**src/rtl/sbox_layer_ctrl_d4_if.sv**
```systemverilog
// ---------------------------------------------------------------------------
// sbox_layer_ctrl_d4_if
//   Link between the S-box layer controller and one external 5-share masked
//   4-bit S-box (order-4 HPC2).
//
//   sbox_in_s0..s4   4 bit   controller -> S-box, one share each
//   sbox_fresh      40 bit   controller -> S-box, fresh randomness
//   sbox_out_s0..s4  4 bit   S-box -> controller, one share each
//
//   modport master : controller side
//   modport slave  : S-box side
// ---------------------------------------------------------------------------
interface sbox_layer_ctrl_d4_if;
  logic [3:0]  sbox_in_s0;
  logic [3:0]  sbox_in_s1;
  logic [3:0]  sbox_in_s2;
  logic [3:0]  sbox_in_s3;
  logic [3:0]  sbox_in_s4;
  logic [39:0] sbox_fresh;
  logic [3:0]  sbox_out_s0;
  logic [3:0]  sbox_out_s1;
  logic [3:0]  sbox_out_s2;
  logic [3:0]  sbox_out_s3;
  logic [3:0]  sbox_out_s4;

  modport master (
    output sbox_in_s0, sbox_in_s1, sbox_in_s2, sbox_in_s3, sbox_in_s4,
    output sbox_fresh,
    input  sbox_out_s0, sbox_out_s1, sbox_out_s2, sbox_out_s3, sbox_out_s4
  );

  modport slave (
    input  sbox_in_s0, sbox_in_s1, sbox_in_s2, sbox_in_s3, sbox_in_s4,
    input  sbox_fresh,
    output sbox_out_s0, sbox_out_s1, sbox_out_s2, sbox_out_s3, sbox_out_s4
  );
endinterface

```
**src/rtl/sbox_layer_ctrl_d4.sv**
```systemverilog
// ---------------------------------------------------------------------------
// sbox_layer_ctrl_d4
//   Streams the nibbles of a 5-share masked state through one external
//   masked S-box, one nibble per cycle, and collects the S-box output shares
//   back into a 5-share result state. Shares are handled strictly share by
//   share; they are never combined.
//
//   Parameters
//     LATENCY  S-box latency in clock edges (input presented -> output valid)
//     NIBBLES  4-bit nibbles per state (at most 32)
//
//   Ports
//     clk                 clock, rising edge
//     rst                 asynchronous reset, active low
//     start               request to process a state, sampled only when idle
//     state_s0..s4        input state shares, nibble k = bits [4k+3:4k]
//     rnd_in              fresh randomness, forwarded during feed cycles
//     sbox                master side of the S-box link
//     result_s0..s4       substituted state shares, same nibble order
//     busy                high while a state is in flight
//     done                one-cycle pulse when result_s* is complete
// ---------------------------------------------------------------------------
module sbox_layer_ctrl_d4 #(
  parameter int LATENCY = 4,
  parameter int NIBBLES = 16
) (
  input  logic                  clk,
  input  logic                  rst,
  input  logic                  start,
  input  logic [4*NIBBLES-1:0]  state_s0,
  input  logic [4*NIBBLES-1:0]  state_s1,
  input  logic [4*NIBBLES-1:0]  state_s2,
  input  logic [4*NIBBLES-1:0]  state_s3,
  input  logic [4*NIBBLES-1:0]  state_s4,
  input  logic [39:0]           rnd_in,
  sbox_layer_ctrl_d4_if.master  sbox,
  output logic [4*NIBBLES-1:0]  result_s0,
  output logic [4*NIBBLES-1:0]  result_s1,
  output logic [4*NIBBLES-1:0]  result_s2,
  output logic [4*NIBBLES-1:0]  result_s3,
  output logic [4*NIBBLES-1:0]  result_s4,
  output logic                  busy,
  output logic                  done
);

  localparam int         SHARES   = 5;
  localparam int         W        = 4 * NIBBLES;
  localparam logic [4:0] LAST_IDX = 5'(NIBBLES - 1);

  typedef enum logic [1:0] {
    IDLE  = 2'd0,
    FEED  = 2'd1,
    DRAIN = 2'd2
  } fsm_t;

  fsm_t        state_q;
  fsm_t        state_d;

  logic [4:0]  cnt_q;                 // nibble currently being fed
  logic [W-1:0] shift_q  [SHARES];    // loaded shares, shifted one nibble per feed cycle
  logic [W-1:0] res_q    [SHARES];    // collected output shares
  logic [W-1:0] share_in [SHARES];
  logic [3:0]   box_out  [SHARES];
  logic         pv_q     [LATENCY];   // nibble in flight inside the S-box
  logic [4:0]   pidx_q   [LATENCY];   // which nibble that is

  logic accept;
  logic feeding;
  logic feed_last;
  logic cap_last;

  assign share_in[0] = state_s0;
  assign share_in[1] = state_s1;
  assign share_in[2] = state_s2;
  assign share_in[3] = state_s3;
  assign share_in[4] = state_s4;

  assign box_out[0] = sbox.sbox_out_s0;
  assign box_out[1] = sbox.sbox_out_s1;
  assign box_out[2] = sbox.sbox_out_s2;
  assign box_out[3] = sbox.sbox_out_s3;
  assign box_out[4] = sbox.sbox_out_s4;

  assign feeding   = (state_q == FEED);
  assign feed_last = feeding && (cnt_q == LAST_IDX);
  // The last nibble leaving the S-box pipeline ends the operation.
  assign cap_last  = pv_q[LATENCY-1] && (pidx_q[LATENCY-1] == LAST_IDX);

  // ---------------------------------------------------------------------
  // FSM
  // ---------------------------------------------------------------------
  // NOTE: sequential state uses non-blocking assignments so every register
  // samples pre-edge values regardless of process ordering.
  always_ff @(posedge clk or negedge rst) begin
    if (!rst) state_q <= IDLE;
    else      state_q <= state_d;
  end

  // NOTE: every output of this block is defaulted first so no path can
  // leave a value unassigned and infer a latch.
  always_comb begin
    state_d = state_q;
    accept  = 1'b0;
    unique case (state_q)
      IDLE: begin
        if (start) begin
          accept  = 1'b1;
          state_d = FEED;
        end
      end
      FEED: begin
        if (feed_last) state_d = DRAIN;
      end
      DRAIN: begin
        if (cap_last) state_d = IDLE;
      end
      default: state_d = IDLE;
    endcase
  end

  // ---------------------------------------------------------------------
  // Datapath: feed counter, share shift registers, tracking pipeline,
  // result collection
  // ---------------------------------------------------------------------
  // NOTE: the share and result arrays are reset explicitly; an aborted run
  // must not leave partial shares visible on result_s*.
  always_ff @(posedge clk or negedge rst) begin
    if (!rst) begin
      cnt_q <= '0;
      done  <= 1'b0;
      for (int s = 0; s < SHARES; s++) begin
        shift_q[s] <= '0;
        res_q[s]   <= '0;
      end
      for (int k = 0; k < LATENCY; k++) begin
        pv_q[k]   <= 1'b0;
        pidx_q[k] <= '0;
      end
    end else begin
      done <= (state_q == DRAIN) && cap_last;

      // Valid/index pipeline mirrors the S-box latency.
      pv_q[0]   <= feeding;
      pidx_q[0] <= cnt_q;
      for (int k = 1; k < LATENCY; k++) begin
        pv_q[k]   <= pv_q[k-1];
        pidx_q[k] <= pidx_q[k-1];
      end

      // Capture each share into its own result register.
      if (pv_q[LATENCY-1]) begin
        for (int s = 0; s < SHARES; s++) begin
          res_q[s][4*pidx_q[LATENCY-1] +: 4] <= box_out[s];
        end
      end

      if (feeding) begin
        cnt_q <= feed_last ? 5'd0 : cnt_q + 5'd1;
        for (int s = 0; s < SHARES; s++) begin
          shift_q[s] <= shift_q[s] >> 4;
        end
      end

      if (accept) begin
        cnt_q <= '0;
        for (int s = 0; s < SHARES; s++) begin
          shift_q[s] <= share_in[s];
          res_q[s]   <= '0;
        end
      end
    end
  end

  // ---------------------------------------------------------------------
  // Outputs
  // ---------------------------------------------------------------------
  // S-box inputs come straight from the shift registers, gated to zero
  // outside feed cycles so nothing leaks while idle or draining.
  assign sbox.sbox_in_s0 = feeding ? shift_q[0][3:0] : 4'h0;
  assign sbox.sbox_in_s1 = feeding ? shift_q[1][3:0] : 4'h0;
  assign sbox.sbox_in_s2 = feeding ? shift_q[2][3:0] : 4'h0;
  assign sbox.sbox_in_s3 = feeding ? shift_q[3][3:0] : 4'h0;
  assign sbox.sbox_in_s4 = feeding ? shift_q[4][3:0] : 4'h0;
  assign sbox.sbox_fresh = feeding ? rnd_in : 40'h0;

  assign result_s0 = res_q[0];
  assign result_s1 = res_q[1];
  assign result_s2 = res_q[2];
  assign result_s3 = res_q[3];
  assign result_s4 = res_q[4];

  assign busy = (state_q != IDLE);

endmodule

```
**src/flat_wrapper.sv**
```systemverilog
// flat-port wrapper written by rule: the top's interface ports become plain ports
module sbox_layer_ctrl_d4_flat 
#(
  parameter int LATENCY = 4,
  parameter int NIBBLES = 16
)
  (clk, rst, start, state_s0, state_s1, state_s2, state_s3, state_s4, rnd_in, result_s0, result_s1, result_s2, result_s3, result_s4, busy, done, sbox_sbox_in_s0, sbox_sbox_in_s1, sbox_sbox_in_s2, sbox_sbox_in_s3, sbox_sbox_in_s4, sbox_sbox_fresh, sbox_sbox_out_s0, sbox_sbox_out_s1, sbox_sbox_out_s2, sbox_sbox_out_s3, sbox_sbox_out_s4);
  sbox_layer_ctrl_d4_if sbox_i ();
  input  logic clk;
  input  logic rst;
  input  logic start;
  input  logic [4*NIBBLES-1:0] state_s0;
  input  logic [4*NIBBLES-1:0] state_s1;
  input  logic [4*NIBBLES-1:0] state_s2;
  input  logic [4*NIBBLES-1:0] state_s3;
  input  logic [4*NIBBLES-1:0] state_s4;
  input  logic [39:0] rnd_in;
  output logic [4*NIBBLES-1:0] result_s0;
  output logic [4*NIBBLES-1:0] result_s1;
  output logic [4*NIBBLES-1:0] result_s2;
  output logic [4*NIBBLES-1:0] result_s3;
  output logic [4*NIBBLES-1:0] result_s4;
  output logic busy;
  output logic done;
  output wire logic [$bits(sbox_i.sbox_in_s0)-1:0] sbox_sbox_in_s0;
  output wire logic [$bits(sbox_i.sbox_in_s1)-1:0] sbox_sbox_in_s1;
  output wire logic [$bits(sbox_i.sbox_in_s2)-1:0] sbox_sbox_in_s2;
  output wire logic [$bits(sbox_i.sbox_in_s3)-1:0] sbox_sbox_in_s3;
  output wire logic [$bits(sbox_i.sbox_in_s4)-1:0] sbox_sbox_in_s4;
  output wire logic [$bits(sbox_i.sbox_fresh)-1:0] sbox_sbox_fresh;
  input wire logic [$bits(sbox_i.sbox_out_s0)-1:0] sbox_sbox_out_s0;
  input wire logic [$bits(sbox_i.sbox_out_s1)-1:0] sbox_sbox_out_s1;
  input wire logic [$bits(sbox_i.sbox_out_s2)-1:0] sbox_sbox_out_s2;
  input wire logic [$bits(sbox_i.sbox_out_s3)-1:0] sbox_sbox_out_s3;
  input wire logic [$bits(sbox_i.sbox_out_s4)-1:0] sbox_sbox_out_s4;
  assign sbox_sbox_in_s0 = sbox_i.sbox_in_s0;
  assign sbox_sbox_in_s1 = sbox_i.sbox_in_s1;
  assign sbox_sbox_in_s2 = sbox_i.sbox_in_s2;
  assign sbox_sbox_in_s3 = sbox_i.sbox_in_s3;
  assign sbox_sbox_in_s4 = sbox_i.sbox_in_s4;
  assign sbox_sbox_fresh = sbox_i.sbox_fresh;
  assign sbox_i.sbox_out_s0 = sbox_sbox_out_s0;
  assign sbox_i.sbox_out_s1 = sbox_sbox_out_s1;
  assign sbox_i.sbox_out_s2 = sbox_sbox_out_s2;
  assign sbox_i.sbox_out_s3 = sbox_sbox_out_s3;
  assign sbox_i.sbox_out_s4 = sbox_sbox_out_s4;
  sbox_layer_ctrl_d4 #(.LATENCY(LATENCY), .NIBBLES(NIBBLES)) u_core (.clk(clk), .rst(rst), .start(start), .state_s0(state_s0), .state_s1(state_s1), .state_s2(state_s2), .state_s3(state_s3), .state_s4(state_s4), .rnd_in(rnd_in), .sbox(sbox_i), .result_s0(result_s0), .result_s1(result_s1), .result_s2(result_s2), .result_s3(result_s3), .result_s4(result_s4), .busy(busy), .done(done));
endmodule
```
**config.mk**
```make
export PLATFORM = sky130hd
export DESIGN_NAME = sbox_layer_ctrl_d4_flat
export DESIGN_NICKNAME = d
export VERILOG_FILES = /design/src/rtl/sbox_layer_ctrl_d4_if.sv /design/src/rtl/sbox_layer_ctrl_d4.sv /design/src/flat_wrapper.sv
export SDC_FILE = /design/constraint.sdc
export NUM_CORES = 1
export LEC_CHECK = 0
export BUFFER_PORTS_ARGS = -buffer_cell sky130_fd_sc_hd__buf_2
export CORE_MARGIN = 5
export CORE_UTILIZATION = 30
export DETAILED_ROUTE_END_ITERATION = 6
export PLACE_DENSITY = 0.58
export SYNTH_ARGS = -nofsm -noshare
export SYNTH_HDL_FRONTEND = slang
export SYNTH_SLANG_ARGS = --single-unit
```
**constraint.sdc**
```tcl
create_clock -name clk -period 7.1 [get_ports clk]
set_input_delay 2.13 -clock clk [delete_from_list [all_inputs] [get_ports clk]]
set_output_delay 2.13 -clock clk [all_outputs]
set_load 0.05 [all_outputs]
```
==> impl_metrics.ini, run 1 <==
[cts]
cts_sinks = 672
postCtsSetupRepairBufs = 0
cts_buffers = 78
htreeDepth = 3
ctsRootBufferMaster = clkbuf_16
cts_tree = built
clk_latency_ns = 0.62
cts_buffer_depth = 3
postCtsHoldBufs = 0
cts_resized = 0
clk_pin_slew_ns = 0.06

[critical_path]
critPathKind = reg2out
worstPathRequired_ns = 4.97
worst_setup_path_start_kind = flip-flop
path_max_fanout = 163
path_cells = nand2b_2 > inv_8 > buf_12 > and2_1 > buf_2
cp.arrival_ns = 3.20
endpoint_kind = output pin
crit_path_max_incr_delay_ns = 0.78
slowest_stage = inv_8

[place]
gp_congestion = 0.831
post-place-cells = 4318
hpwl_um = 66700
portBuffers = 764

[timing]
fmax_mhz = 187
worstMarginPinSlew_ns = 1.21
setup_viol = 0
finalHoldViolCount = 0
rsz0062_at_grt = no
slew_headroom_pct = 19.3
finalCritPeriodShare_pct = 75.1
worst_clock_skew_ns = 0.0280
finalMaxSlewViolations = 0
min_period_ns = 5.33
setup_tns_ns = 0
holdWs_ns = 0.339

[floorplanning]
rows = 110
core-area_um2 = 89900
num_io_pins = 765
start_util_pct = 30.2
die-area_um2 = 96600
die_h_um = 311
die_width_um = 311

[detailed_routing]
drc = 0
dr.first_iter.drc_count = 2054
totalWireLength_um = 97300
drt_pass1_iterations = 5
wire_per_inst_um = 21.7
drt-vias-per-instance = 4.97
ant_nets = 0
via_count = 22200

[pwr]
power.leakage_nw = 18.6
vdd_ir_drop_max_mv = 0.284
powerDensity_nw_per_um2 = 521

[synthesis]
syn_area_um2 = 27100
yosysTopAreaCellShare_pct = 61.9
yosysTopAreaCell = dfrtp_1
synthCells = 2549
synth_edf_count = 0
syn_nets = 2936
synth_cell_types = 51
synthFlopType = dfrtp_1
synth-async-reset-ratio_pct = 100
ys_top_cells_by_area = dfrtp_1, nand2_1, a22oi_1
synth.yosys.warnings = 0
avgSynthCellArea_um2 = 10.7
yosys_register_bits = 672
yosysSeqAreaShare_pct = 61.9

[final_layout]
areaGrowthSynthToFinish_pct = 28.2
drive_above_1_share_pct = 29.1
fin_util_pct = 38.7
fin_nets = 3609
instances_no_fill = 4476

[grt]
grt_util_all_layers_pct = 19.4
grt_pass1_vias = 22700
grt_pass1_wl_um = 146000
grt_start_max_net_pins = 224
antenna_found_initial = 40
grt-ovfl-total = 0

[outcome]
status = finished, final reports clean

[hold_path]
hp-class = reg2reg

[run]
drv_cap = 0
==> worst max-delay path: cells and delay by family (launching register included) <==
family | cells | cell delay, ns
buf+inv | 3 | 1.39
flops | 1 | 0.43
simple gates | 2 | 0.71
==> cells by family (layout without fill, tap and decap cells) <==
| family | count (synthesis) | after routing | synth area share (%) |
|---|---|---|---|
| AND/OR/NAND/NOR | 973 | 973 | 14.9 |
| flip-flops | 672 | 672 | 61.9 |
| AO/OA/AOI/OAI | 550 | 550 | 15.6 |
| buffers and inverters | 250 | 979 | 3.61 |
| multiplexers | 97 | 97 | 3.58 |
| adder cells (fa/ha/maj) | 4 | 4 | 0.184 |
| XOR/XNOR | 3 | 3 | 0.124 |
| other | 0 | 22 | 0 |
==> metal layers <==
metal  track usage [%]  share of wire, %  vias to the layer above
li1                  -                 -                    10200
met1              24.4                41                    11000
met2              32.6                48                      869
met3              5.29               7.6                      149
met4              6.00               2.9                       20
met5                 0              0.14                        -
==> cell usage in the layout (no fill, tap or decap), types with 7 or more instances in the layout <==
cell type and count:
clkbuf_16 78, a22o_1 165, a22oi_1 300, clkbuf_1 19, inv_1 37, buf_4 34
dfrtp_1 672, o21ai_0 44, nand3_1 88, clkbuf_8 18, nand2_1 765, o22ai_1 16
nor2_1 13, mux2i_1 96, nand4_1 7, buf_12 7, a32o_1 7, diode_2 22
and2_1 63, buf_2 763, nor3_2 9
==> sequential cells by signal (all words and copies together) (netlist names) <==
register,count
u_core.result_s0,64
u_core.cnt_q,5
u_core.result_s4,64
u_core.result_s1,64
u_core.result_s3,64
u_core.pv_q,4
u_core.pidx_q,20
u_core.done,1
u_core.state_q,2
u_core.result_s2,64
u_core.shift_q,320
==> Yosys cell counts (all sizes together) (3+ instances only) <==
cell    count
nor2b       6
nor2       15
a32o        7
a22o      165
nor3       10
a22oi     300
nand2b      3
mux2i      96
ha          4
clkbuf    185
a31oi       6
inv        38
nand4       7
o21ai      44
dfrtp     672
buf        27
and2       63
and3        3
o22ai      16
nand3      88
nand2     765
==> where the power goes <==
group	leakage (nW)	internal (mW)	switching (mW)	total [mW]
combinational	8.44	2.07	5.73	7.80
sequential	8.87	5.33	0.903	6.23
clock	1.28	2.42	1.69	4.11
total	18.6	9.82	8.32	18.1
==> area by class of cell <==
class | count | area [um2]
antenna | 22 | 55.1
clock buffer | 115 | 2270
clock inverter | 21 | 357
fill | 8985 | 55100
inverter | 38 | 150
multi-input combinational | 1627 | 9450
sequential | 672 | 16800
tap | 1176 | 1470
timing repair buffer | 805 | 4230
==> worst paths after layout <==
kind	cells past startpoint	from	slack (ns)	end
worst max-delay path	5	u_core.state_q[1]$_DFFE_PN0P_	1.77	sbox_sbox_in_s1[1]
worst min-delay path	0	u_core.pv_q[2]$_DFF_PN0_	0.34	u_core.pv_q[1]$_DFF_PN0_
worst max register to register	9	u_core.pidx_q[0]$_DFF_PN0_	3.25	u_core.result_s1[32]$_DFFE_PN0P_
worst min register to register	0	u_core.pv_q[2]$_DFF_PN0_	0.34	u_core.pv_q[1]$_DFF_PN0_
max in group asynchronous	2	rst	4.18	u_core.shift_q[70]$_DFFE_PN0P_
min in group asynchronous	1	rst	1.48	u_core.result_s3[2]$_DFFE_PN0P_
==> metrics by stage <==
| step | cell area [um2] | power [mW] | setup slack, ns |
|---|---|---|---|
| 2_1_floorplan | 27100 | 11.7 | 2.43 |
| 3_3_place_gp | 32100 | 14.0 | 2.27 |
| 3_5_place_dp | 32100 | 14.1 | 2.25 |
| 4_1_cts | 34700 | 18.3 | 1.56 |
| 5_1_grt | 34800 | 19.2 | 1.48 |
| 6_report | 34800 | 18.1 | 1.77 |
No activity file was read; power rests on OpenSTA's default activity.
==> run 2, diff against run 1 <==
ABC_AREA = 1   (was not set)
PLACE_DENSITY = 0.59   (was 0.58)
clock period = 4.4 ns   (was 7.1 ns; I/O delays follow)
==> impl_metrics.ini, run 2 <==
[place]
post-place-cells = 5436
hpwl_um = 92000
gp_congestion = 0.882
portBuffers = 764
post-place-ws_ns = 0.891

[detailed_routing]
ant_nets = 0
via_count = 28600
drc = 0
wire_per_inst_um = 22.5
drt_pass1_iterations = 7
totalWireLength_um = 126000
dr.first_iter.drc_count = 2666
drt-vias-per-instance = 5.10

[synthesis]
ys_top_cells_by_area = dfrtp_1, nand3_1, nand2_1
synth-xor-area-share_pct = 0.0837
synth.yosys.warnings = 0
synth_adder_area_share_pct = 0.167
yosysSeqAreaShare_pct = 56.2
yosys_register_bits = 672
synth_edf_count = 0
synthCells = 3593
avgSynthCellArea_um2 = 8.33
syn_area_um2 = 29900
synthSimpleGateAreaFrac_pct = 34.4
synth_top_family_by_area = simple AND/OR/NAND/NOR gates
yosysMostFrequentCell = nand2_1
synthFlopType = dfrtp_1
synth_mux_area_share_pct = 0
synth.top_cells.by_count = nand2_1, nand3_1, dfrtp_1, nor2_1, clkbuf_1
synth_compound_area_share_pct = 3.02
yosysTopAreaCell = dfrtp_1
yosysTopAreaCellShare_pct = 56.2
synth_cell_types = 33
syn_nets = 3980
synth-async-reset-ratio_pct = 100

[cts]
cts_tree = built
ctsRootBufferMaster = clkbuf_16
cts_resized = 0
clk_latency_ns = 0.64
clk_pin_slew_ns = 0.06
postCtsHoldBufs = 0
cts_buffers = 81
postCtsSetupRepairBufs = 0
cts_sinks = 672
htreeDepth = 3
cts_buffer_depth = 3

[timing]
rsz0062_at_grt = no
worstMarginPinSlew_ns = 1.26
finalCritPeriodShare_pct = 83.2
worst_clock_skew_ns = 0.0332
finalMaxSlewViolations = 0
setup_tns_ns = 0
fmax_mhz = 273
finalHoldViolCount = 0
min_period_ns = 3.66
setup_viol = 0
setup_ws_ns = 0.738
slew_headroom_pct = 15.6

[pwr]
switching_share_pct = 47.7
clkPwrFrac_pct = 23.9
internal_power_mw = 15.5
powerDensity_nw_per_um2 = 781
vdd_ir_drop_max_mv = 0.365
seqPwrFrac_pct = 31.8
power.leakage_nw = 20.5
comb_power_share_pct = 44.3
power.net_switching_mw = 14.1

[final_layout]
final_common_cell = nand2_1
largest_register = u_core.shift_q
instances_no_fill = 5603
drive_above_1_share_pct = 23.9
largest_reg_flops = 320
areaGrowthSynthToFinish_pct = 26.4
fin_nets = 4619
fin_util_pct = 38.3
layout_common_cells = nand2_1, nand3_1, buf_2, dfrtp_1, nor2_1

[grt]
grt_start_max_net_pins = 195
grt-ovfl-total = 0
grt_pass1_vias = 28100
antenna_found_initial = 27
grt_pass1_wl_um = 186000
grt_util_all_layers_pct = 22.9

[critical_path]
path_max_fanout = 85
crit_path_max_incr_delay_ns = 0.38
slowest_stage = dfrtp_1
worst-path-buf-inv = 4
endpoint_kind = output pin
worst_setup_path_start_kind = flip-flop
cp.arrival_ns = 2.34
worstPathRequired_ns = 3.08
cp_top_family = buffers and inverters
critPathKind = reg2out
path_cells = inv_1 > nor2_4 > inv_8 > buf_12 > nor2_1 > buf_2

[floorplanning]
die_h_um = 326
core-area_um2 = 98700
die-area_um2 = 106000
rows = 115
start_util_pct = 30.3
num_io_pins = 765
die_width_um = 326

[outcome]
status = finished, final reports clean

[run]
drv_cap = 0

[hold_path]
hp-class = reg2reg
-- run 2: cell count changes in the layout (fill, tap and decap cells not counted), moves of 45 or more --
cell / before / now
a22o_1: 165 / 0
a22oi_1: 300 / 0
and2_1: 63 / 0
inv_1: 37 / 159
mux2i_1: 96 / 0
nand2_1: 765 / 1135
nand3_1: 88 / 946
nor2_1: 13 / 169
o221ai_1: 0 / 45
-- run 2: cells by family (layout without fill, tap and decap cells) --
logic type,count (synthesis),in the layout
fa+ha+maj,4,4
compound gates,113,113
buf+inv,454,1158
other cells,0,19
xor+xnor,2,2
simple gates,2348,2348
flops,672,672
-- run 2: worst paths after layout --
check	startpoint	end	slack, ns	cells past startpoint
setup reg to reg	u_core.pidx_q[0]$_DFF_PN0_	u_core.result_s4[8]$_DFFE_PN0P_	0.93	13
min in group asynchronous	rst	u_core.result_s4[31]$_DFFE_PN0P_	0.70	1
hold / removal	u_core.pv_q[1]$_DFF_PN0_	u_core.pv_q[0]$_DFF_PN0_	0.34	0
setup / recovery	u_core.state_q[0]$_DFFE_PN0P_	sbox_sbox_fresh[28]	0.74	6
hold reg to reg	u_core.pv_q[1]$_DFF_PN0_	u_core.pv_q[0]$_DFF_PN0_	0.34	0
max in group asynchronous	rst	u_core.result_s2[6]$_DFFE_PN0P_	2.62	2
-- run 2: layout make-up --
| type | instances | area [um2] |
|---|---|---|
| clock inverter | 39 | 457 |
| sequential | 672 | 16800 |
| antenna | 19 | 47.5 |
| fill | 10200 | 60900 |
| timing repair buffer | 841 | 4590 |
| clock buffer | 109 | 2340 |
| multi-input combinational | 2467 | 11300 |
| inverter | 169 | 652 |
| tap | 1287 | 1610 |
-- run 2: per-layer routing --
metal | GRT usage, % | vias up | share of wire, %
met5 | 0 | - | 0.038
met4 | 8.53 | 8 | 3.4
met3 | 7.42 | 222 | 9.1
met2 | 36.9 | 1220 | 47
met1 | 28.8 | 14000 | 40
li1 | - | 13100 | -
-- run 2: metrics by stage --
step                      power (mW)  hold slack, ns  area, um2
final                           29.5           0.340      37800
after global routing            31.2           0.351      37800
after CTS                       29.8           0.344      37800
after detailed placement        22.6           0.335      35000
after global placement          22.5           0.331      35000
after floorplan                 18.3           0.331      29900
-- run 2: power groups by stage --
stage / Combinational, mW / Clock [mW] / Sequential [mW]
final: 13.1 / 7.07 / 9.40
after global routing: 14.1 / 7.45 / 9.62
after CTS: 13.2 / 7.22 / 9.39
after detailed placement: 13.1 / 0 / 9.47
after global placement: 13.0 / 0 / 9.44
after floorplan: 7.01 / 0 / 11.3
